--- config.mk ---
export PLATFORM = sky130hd
export DESIGN_NAME = satd_block_feeder_flat
export DESIGN_NICKNAME = d
export VERILOG_FILES = /design/src/rtl/satd_block_feeder_if.sv /design/src/rtl/satd_block_feeder.sv /design/src/flat_wrapper.sv
export SDC_FILE = /design/constraint.sdc
export NUM_CORES = 1
export LEC_CHECK = 0
export BUFFER_PORTS_ARGS = -buffer_cell sky130_fd_sc_hd__buf_4
export CAP_MARGIN = 20
export CORE_MARGIN = 2
export CORE_UTILIZATION = 49
export CTS_BUF_LIST = sky130_fd_sc_hd__clkbuf_8 sky130_fd_sc_hd__clkbuf_16
export DETAILED_ROUTE_END_ITERATION = 8
export GPL_ROUTABILITY_DRIVEN = 0
export PLACE_DENSITY = 0.7
export SLEW_MARGIN = 20
export SYNTH_ARGS = -nofsm -noshare
export SYNTH_HDL_FRONTEND = slang
export SYNTH_SLANG_ARGS = --single-unit
--- constraint.sdc ---
create_clock -name clk -period 5.1 [get_ports clk]
set_input_delay 0.255 -clock clk [delete_from_list [all_inputs] [get_ports clk]]
set_output_delay 0.255 -clock clk [all_outputs]
set_load 0.02 [all_outputs]
--- src/rtl/satd_block_feeder_if.sv ---
// rtl/satd_block_feeder_if.sv - Pixel-row and diff-stage bundle for the SATD block feeder
interface satd_block_feeder_if #(
    parameter int BIT_DEPTH = 8
);
    logic                   in_valid;
    logic                   in_ready;
    logic [4*BIT_DEPTH-1:0] in_orig;
    logic [4*BIT_DEPTH-1:0] in_ref;
    logic                   enable_diff;
    logic                   out_valid;
    logic [1:0]             out_row;
    logic [4*BIT_DEPTH-1:0] out_orig;
    logic [4*BIT_DEPTH-1:0] out_ref;
    logic                   block_done;
    logic                   underrun;
    logic [1:0]             fill_level;

    // Fetch logic and SATD controller side
    modport master (
        output in_valid, in_orig, in_ref, enable_diff,
        input  in_ready, out_valid, out_row, out_orig, out_ref,
        input  block_done, underrun, fill_level
    );

    // Feeder side
    modport slave (
        input  in_valid, in_orig, in_ref, enable_diff,
        output in_ready, out_valid, out_row, out_orig, out_ref,
        output block_done, underrun, fill_level
    );
endinterface

--- src/rtl/satd_block_feeder.sv ---
// rtl/satd_block_feeder.sv - Two-bank 4x4 block buffer streaming rows into the SATD diff stage
module satd_block_feeder #(
    parameter int BIT_DEPTH = 8
) (
    input logic                clk,
    input logic                reset,
    satd_block_feeder_if.slave bus
);
    localparam int ROW_W = 4 * BIT_DEPTH;

    typedef enum logic {
        IDLE   = 1'b0,
        STREAM = 1'b1
    } state_t;

    state_t state, state_next;

    logic [ROW_W-1:0] bank_orig [2][4];
    logic [ROW_W-1:0] bank_ref  [2][4];

    logic             wr_bank;
    logic [1:0]       wr_row;
    logic             rd_bank;
    logic [1:0]       rd_row;
    logic [1:0]       rd_row_next;
    logic [1:0]       fill_level;
    logic             enable_diff_q;
    logic             underrun_q;
    logic [ROW_W-1:0] out_orig_q;
    logic [ROW_W-1:0] out_ref_q;

    logic             ready;
    logic             start;
    logic             write_fire;
    logic             bank_complete;
    logic             bank_release;
    logic             load_first;
    logic             load_next;
    logic             set_underrun;

    assign ready         = (fill_level != 2'd2);
    assign start         = bus.enable_diff && !enable_diff_q;
    assign write_fire    = bus.in_valid && ready;
    assign bank_complete = write_fire && (wr_row == 2'd3);
    assign rd_row_next   = rd_row + 2'd1;

    // State register
    always_ff @(posedge clk) begin
        if (reset) begin
            state <= IDLE;
        end else begin
            state <= state_next;
        end
    end

    // Next-state: a request starts a block only when a full bank is waiting
    always_comb begin
        state_next = state;
        case (state)
            IDLE:    if (start && fill_level != 2'd0) state_next = STREAM;
            STREAM:  if (rd_row == 2'd3) state_next = IDLE;
            default: state_next = IDLE;
        endcase
    end

    // Control strobes decoded from the current state
    always_comb begin
        load_first   = 1'b0;
        load_next    = 1'b0;
        bank_release = 1'b0;
        set_underrun = 1'b0;
        case (state)
            IDLE: begin
                if (start) begin
                    if (fill_level != 2'd0) load_first = 1'b1;
                    else set_underrun = 1'b1;
                end
            end
            STREAM: begin
                if (rd_row == 2'd3) bank_release = 1'b1;
                else load_next = 1'b1;
            end
            default: ;
        endcase
    end

    // Row storage; contents need no reset since fill_level gates every read
    always_ff @(posedge clk) begin
        if (write_fire) begin
            bank_orig[wr_bank][wr_row] <= bus.in_orig;
            bank_ref[wr_bank][wr_row]  <= bus.in_ref;
        end
    end

    // Write pointer advances per accepted row and flips bank after the 4th
    always_ff @(posedge clk) begin
        if (reset) begin
            wr_row  <= 2'd0;
            wr_bank <= 1'b0;
        end else if (write_fire) begin
            wr_row <= wr_row + 2'd1;
            if (wr_row == 2'd3) wr_bank <= !wr_bank;
        end
    end

    // Read pointer, request edge history and sticky underrun flag
    always_ff @(posedge clk) begin
        if (reset) begin
            rd_row        <= 2'd0;
            rd_bank       <= 1'b0;
            enable_diff_q <= 1'b0;
            underrun_q    <= 1'b0;
        end else begin
            enable_diff_q <= bus.enable_diff;
            if (set_underrun) underrun_q <= 1'b1;
            if (load_first) begin
                rd_row <= 2'd0;
            end else if (load_next) begin
                rd_row <= rd_row_next;
            end else if (bank_release) begin
                rd_row  <= 2'd0;
                rd_bank <= !rd_bank;
            end
        end
    end

    // Registered output rows; held between blocks
    always_ff @(posedge clk) begin
        if (reset) begin
            out_orig_q <= '0;
            out_ref_q  <= '0;
        end else if (load_first) begin
            out_orig_q <= bank_orig[rd_bank][0];
            out_ref_q  <= bank_ref[rd_bank][0];
        end else if (load_next) begin
            out_orig_q <= bank_orig[rd_bank][rd_row_next];
            out_ref_q  <= bank_ref[rd_bank][rd_row_next];
        end
    end

    // Full-bank count; a completion and a release in one cycle cancel out
    always_ff @(posedge clk) begin
        if (reset) begin
            fill_level <= 2'd0;
        end else begin
            case ({bank_complete, bank_release})
                2'b10:   fill_level <= fill_level + 2'd1;
                2'b01:   fill_level <= fill_level - 2'd1;
                default: fill_level <= fill_level;
            endcase
        end
    end

    assign bus.in_ready   = ready;
    assign bus.out_valid  = (state == STREAM);
    assign bus.out_row    = rd_row;
    assign bus.out_orig   = out_orig_q;
    assign bus.out_ref    = out_ref_q;
    assign bus.block_done = (state == STREAM) && (rd_row == 2'd3);
    assign bus.underrun   = underrun_q;
    assign bus.fill_level = fill_level;
endmodule
--- src/flat_wrapper.sv ---
// flat-port wrapper written by rule: the top's interface ports become plain ports
module satd_block_feeder_flat 
#(
    parameter int BIT_DEPTH = 8
)
  (clk, reset, bus_in_valid, bus_in_orig, bus_in_ref, bus_enable_diff, bus_in_ready, bus_out_valid, bus_out_row, bus_out_orig, bus_out_ref, bus_block_done, bus_underrun, bus_fill_level);
  satd_block_feeder_if #(.BIT_DEPTH(BIT_DEPTH)) bus_i ();
  input logic clk;
  input logic reset;
  input wire logic [$bits(bus_i.in_valid)-1:0] bus_in_valid;
  input wire logic [$bits(bus_i.in_orig)-1:0] bus_in_orig;
  input wire logic [$bits(bus_i.in_ref)-1:0] bus_in_ref;
  input wire logic [$bits(bus_i.enable_diff)-1:0] bus_enable_diff;
  output wire logic [$bits(bus_i.in_ready)-1:0] bus_in_ready;
  output wire logic [$bits(bus_i.out_valid)-1:0] bus_out_valid;
  output wire logic [$bits(bus_i.out_row)-1:0] bus_out_row;
  output wire logic [$bits(bus_i.out_orig)-1:0] bus_out_orig;
  output wire logic [$bits(bus_i.out_ref)-1:0] bus_out_ref;
  output wire logic [$bits(bus_i.block_done)-1:0] bus_block_done;
  output wire logic [$bits(bus_i.underrun)-1:0] bus_underrun;
  output wire logic [$bits(bus_i.fill_level)-1:0] bus_fill_level;
  assign bus_i.in_valid = bus_in_valid;
  assign bus_i.in_orig = bus_in_orig;
  assign bus_i.in_ref = bus_in_ref;
  assign bus_i.enable_diff = bus_enable_diff;
  assign bus_in_ready = bus_i.in_ready;
  assign bus_out_valid = bus_i.out_valid;
  assign bus_out_row = bus_i.out_row;
  assign bus_out_orig = bus_i.out_orig;
  assign bus_out_ref = bus_i.out_ref;
  assign bus_block_done = bus_i.block_done;
  assign bus_underrun = bus_i.underrun;
  assign bus_fill_level = bus_i.fill_level;
  satd_block_feeder #(.BIT_DEPTH(BIT_DEPTH)) u_core (.clk(clk), .reset(reset), .bus(bus_i));
endmodule
==> results by group, run 1 <==
GRT
  – GR Util All Layers: 0.2100
  – Largest net degree at the start of global routing: 84
  – GRT overflow: 0
  – First-pass GRT wire length: 78690 um
  – Number of global-route vias before repair: 13240
  – Initial antenna violation count: 3

Layout
  – Cell Count, Final, Fillers Out: 2295
  – Nets: 1711
  – Most common cell after layout, fill and taps aside: edfxtp_1
  – Layout cells sized above 1: 0.2175
  – Area of all placed cells without fillers: 0.02755 mm^2
  – Post-layout util: 0.5918
  – Area growth, synth to finish: 18.94%
  – Commonest non-fill, non-tap cells in the layout: 512 x edfxtp_1, 256 x mux2i_1, 158 x buf_4

Worst hold path
  – Hold WC Path Type: in2reg

Place
  – Placed cell area: 0.02478 mm^2
  – Placed cells: 2117
  – Port Buffers: 139
  – HPWL after DPL: 26950 um

Logic synthesis
  – Synthesis Warnings: 0
  – Area contributors post-synth: edfxtp_1 66%, mux2i_1 11%, dfxtp_1 6.6%
  – Synth Instances: 1434
  – Dominant cell type by area after synthesis: edfxtp_1
  – Synth Area per Inst: 16.15 um^2
  – #FFs+latches synth: 588
  – Mapped Area: 0.02316 mm^2
  – Yosys top cell area share: 0.6638
  – Yosys cell types: 29
  – Syn nets: 1508
  – Sequential share of the synthesized area: 0.7295

Route
  – DRC: 0
  – Total wire length: 51890 um
  – Final antenna-violating net count: 0
  – DR vias/cell: 5.609
  – Pre-antenna DRT Iters: 7
  – First DRT Iteration DRCs: 875
  – Drt wl/cell: 22.61 um
  – Vias: 12870

Timing
  – Fin. max-slew vios: 0
  – Hold Vio Cnt, Final: 0
  – Total negative slack: 0 ns
  – Final Cycle Share: 0.5409
  – Minimum clock period: 2.758 ns
  – Final setup fails: 0
  – Worst slew pin tran: 1.095 ns
  – Relative slew slack: 0.2699
  – Max Clk Rate: 0.3625 GHz
  – RSZ-0062 raised after global routing: false
  – Clk_skew: 0.01548 ns

Power and ir drop
  – VDD IR max: 0.0002593 V
  – Pwr/cell area: 372.7 mW/mm^2
  – P_leak: 8.568 nW

Critical path
  – Critical Path Start: u_core.bus.fill_level[0]
  – Worst reg2reg path startpoint: u_core.bus.fill_level[0]
  – Crit path capture: u_core.bank_ref[0][105]
  – Setup crit start kind: flip-flop
  – FF-to-FF End: u_core.bank_ref[0][105]
  – Reg2Reg Setup Slack: 2.34 ns
  – Critical path class: reg2reg
  – CP max stage delay: 0.82 ns
  – Crit-path max FO: 49
  – CP delay by family, top: simple AND/OR/NAND/NOR gates
  – Required time of the critical path: 5.39 ns
  – CP Depth: 5
  – Worst path bufs/invs: 1
  – Worst Reg-to-Reg Cells: 5
  – Slowest CP cell: and2_4
  – Crit end category: flip-flop
  – WP data arrival: 3.05 ns
  – CP cell instances: nand2b_1 -> and2_1 -> nor2b_1 -> and2_4 -> buf_4

CTS
  – CTS tree: built
  – Max clock buf depth: 3
  – Hold_buf cts: 66
  – CTS root buf: clkbuf_16
  – Post-CTS setup repair buffer count: 0
  – TritonCTS buffer count: 58
  – Clk pin slew, worst setup/hold paths: 0.07 ns
  – H-Tree Level Count: 2
  – CTS Sinks: 588
  – PostCTS Resize Cnt: 0
  – Clock Latency Late Sink: 0.61 ns

Floorplan
  – CORE AREA: 0.04656 mm^2
  – I/O pin count: 140
  – Cell Rows: 79
  – Width of the chip: 221.4 um
  – Die Height: 221.4 um
  – Starting density of the core: 0.4975
  – Die area: 0.04902 mm^2

Flow run
  – # Max-Cap Violations: 0

Status
  – Status: complete, no violations
[synth_stat cells, drive strengths merged]
master,count
edfxtp,512
mux2i,256
mux2,65
and3,4
or3,1
nand2,128
dfxtp,76
o21ai,1
xor2,2
clkbuf,32
inv,2
nor3b,1
nor3,2
nor2b,6
a22oi,64
nor2,12
nand2b,2
buf,54
xnor2,3
and2,6
a21oi,133
nand3,65
and2b,1
ha,6
[where the power goes]
group          switching [mW]  internal [mW]  total, mW  leakage (nW)
registers              0.0279           5.34       5.37          5.26
logic                   0.219          0.126      0.346          2.24
clock network            1.79           2.77       4.56          1.06
total                    2.04           8.23       10.3          8.57
[through the flow]
stage / worst slack (ns) / hold slack, ns / total power, mW
2_1_floorplan: 0.9218 / 0.3539 / 5.601
3_3_place_gp: 2.310 / 0.4738 / 5.757
3_5_place_dp: 2.295 / 0.4654 / 5.772
4_1_cts: 2.289 / 0.2326 / 10.33
5_1_grt: 2.165 / 0.2512 / 10.55
6_report: 2.342 / 0.2433 / 10.27
[cell families after synthesis]
kind of cell	Yosys count	synth area share
simple gates	228	0.04327
compound gates	198	0.05407
mux	321	0.1466
fa+ha+maj	6	0.003241
flops	588	0.7295
xor+xnor	5	0.001891
buf+inv	88	0.02145
[how the worst min path moves through the flow]
stage	from	end	slack, ns	depth (start not counted)
after global routing	reset	flip-flop	0.25	2
after global placement	u_core.bus.underrun	u_core.bus.underrun	0.47	2
after CTS	reset	flip-flop	0.23	2
after floorplan	bus_in_orig[0]	u_core.bank_orig[0][0]	0.35	0
after detailed placement	u_core.bus.underrun	u_core.bus.underrun	0.47	2
final	reset	flip-flop	0.24	2
[layer usage]
layer,vias up,part of all wire,global-route usage,wire (um)
met5,-,0.00040,0,21
met4,4,0.023,0.07032,1213
met3,78,0.052,0.03160,2693
met2,366,0.49,0.3527,25670
met1,6531,0.43,0.2817,22300
li1,5893,-,-,-
[layout make-up]
| class | instances | area (um^2) |
|---|---|---|
| Clock buffer | 68 | 1623 |
| Clock inverter | 42 | 459.2 |
| Sequential cell | 588 | 16900 |
| Fill cell | 3501 | 19010 |
| Inverter | 2 | 7.507 |
| Multi-Input combinational cell | 758 | 5837 |
| Antenna cell | 1 | 2.502 |
| Tap cell | 607 | 759.5 |
| Timing Repair Buffer | 229 | 1962 |
[sequential cells by signal, indices dropped and copies added, names as in the netlist, 2 cells and up, named ones only]
signal and cells:
u_core.bus.out_orig 32, u_core.bank_orig 256, u_core.bus.out_row 2, u_core.bus.fill_level 2, u_core.bank_ref 256, u_core.wr_row 2, u_core.bus.out_ref 32
No activity file was read; power rests on OpenSTA's default activity.
==> run 2, diff against run 1 <==
==> constraint.sdc (replaced) <==
create_clock -name clk -period 2.85 [get_ports clk]
set_input_delay 0.1425 -clock clk [delete_from_list [all_inputs] [get_ports clk]]
set_output_delay 0.1425 -clock clk [all_outputs]
set_load 0.02 [all_outputs]
==> results by group, run 2 (synthesis results as in run 1) <==
Status
  – Status: complete, no violations

CTS
  – Max clock buf depth: 3
  – CTS tree: built
  – CTS root buf: clkbuf_16
  – CTS Sinks: 588
  – H-Tree Level Count: 2
  – Clk pin slew, worst setup/hold paths: 0.06 ns
  – TritonCTS buffer count: 57
  – Post-CTS setup repair buffer count: 0
  – Clock Latency Late Sink: 0.62 ns

Power and ir drop
  – Pwr/cell area: 634.4 mW/mm^2
  – Total power: 17.55 mW
  – P_leak: 8.623 nW
  – VDD IR max: 0.0004573 V

Critical path
  – Setup crit start kind: flip-flop
  – Worst reg2reg path startpoint: u_core.bus.fill_level[0]
  – Worst Reg-to-Reg Cells: 5
  – Crit path capture: u_core.bank_orig[0][126]
  – Required time of the critical path: 3.14 ns
  – Reg2Reg Setup Slack: 0.65 ns
  – Crit end category: flip-flop
  – Critical path class: reg2reg
  – Crit-path max FO: 17
  – WP data arrival: 2.48 ns
  – Critical Path Start: u_core.bus.fill_level[0]
  – FF-to-FF End: u_core.bank_orig[0][126]

Layout
  – Most common cell after layout, fill and taps aside: edfxtp_1
  – Nets: 1727
  – Commonest non-fill, non-tap cells in the layout: 512 x edfxtp_1, 256 x mux2i_1, 157 x buf_4
  – Layout cells sized above 1: 0.2181
  – Top flop regs: u_core.bank_orig x256, u_core.bank_ref x256
  – Area growth, synth to finish: 19.43%

Floorplan
  – CORE AREA: 0.04656 mm^2
  – I/O pin count: 140
  – Starting density of the core: 0.4975
  – Die Height: 221.4 um
  – Width of the chip: 221.4 um
  – Cell Rows: 79
  – Die area: 0.04902 mm^2

GRT
  – GR Util All Layers: 0.2046
  – GRT overflow: 0
  – Number of global-route vias before repair: 13230
  – First-pass GRT wire length: 77520 um
  – Initial antenna violation count: 5
  – Largest net degree at the start of global routing: 65

Timing
  – Max Clk Rate: 0.4555 GHz
  – Final setup fails: 0
  – Hold Vio Cnt, Final: 0
  – Worst slew pin tran: 0.6627 ns
  – Fin. max-slew vios: 0
  – Final WS setup: 0.6546 ns
  – Clk_skew: 0.01837 ns
  – RSZ-0062 raised after global routing: false
  – Final Cycle Share: 0.7703
  – Minimum clock period: 2.195 ns
  – Relative slew slack: 0.5582

Route
  – DR vias/cell: 5.532
  – Drt wl/cell: 21.81 um
  – Final antenna-violating net count: 0
  – Vias: 12790
  – First DRT Iteration DRCs: 1009
  – Total wire length: 50420 um
  – Pre-antenna DRT Iters: 5
  – DRC: 0

Flow run
  – # Max-Cap Violations: 0

Place
  – Pre-CTS setup slack: 0.6473 ns
  – Port Buffers: 139
  – HPWL after DPL: 28280 um

Worst hold path
  – Hold WC Path Type: in2reg
  – Min-Delay Path Depth: 3
## run 2: stage by stage
step | util | hold slack (ns) | setup TNS (ns) | instances | area [um^2]
floorplan | - | 0.2414 | -16.89 | 1434 | 23170
global placement | 0.5396 | 0.3674 | 0 | 2134 | 25120
detailed placement | 0.5396 | 0.3679 | 0 | 2134 | 25120
CTS | 0.5939 | 0.2624 | 0 | 2308 | 27650
global route | 0.5942 | 0.3012 | 0 | 2312 | 27660
finish | 0.5942 | 0.2985 | 0 | 2312 | 27660
## run 2: what timing repair did
item | CTS | global route
endpoints found under the hold margin | 517 | 0
gates resized for setup | 0 | 0
hold buffers | 67 | 0
## run 2: worst max-delay path, stage by stage, from the launching register on
cell	delay (ns)
dfxtp_1	0.41
nand2b_1	0.19
and2_1	0.29
nor2b_1	0.26
and2_4	0.39
buf_4	0.33
## run 2: final cells by class
class                           count  area, um^2
Clock inverter                     41       307.8
Fill cell                        3405       18890
Multi-Input combinational cell    758        5837
Sequential cell                   588       16900
Clock buffer                       66        1550
Tap cell                          607       759.5
Inverter                            2       7.507
Timing Repair Buffer              246        2290
Antenna cell                        4       10.01
## run 2: per-layer routing
layer	up-vias	global-route usage	share of wire
met3	75	0.03147	0.049
met5	-	0	0.00026
met1	6466	0.2740	0.44
met4	2	0.06280	0.022
li1	5929	-	-
met2	317	0.3465	0.49
## run 2: worst min path at each step
| stage | endpoint | start |
|---|---|---|
| 2_1_floorplan | u_core.bank_orig[0][0] | bus_in_orig[0] |
| 5_1_grt | u_core.bank_orig[0][2] | bus_in_orig[2] |
| 4_1_cts | u_core.enable_diff_q | bus_enable_diff |
| 3_3_place_gp | u_core.enable_diff_q | bus_enable_diff |
| 3_5_place_dp | u_core.enable_diff_q | bus_enable_diff |
| 6_report | u_core.enable_diff_q | bus_enable_diff |
## run 2: where the power goes
part           total, mW  switching, mW  internal (mW)
Clock               7.32           3.09           4.23
Sequential          9.60         0.0486           9.55
Combinational      0.631          0.387          0.243
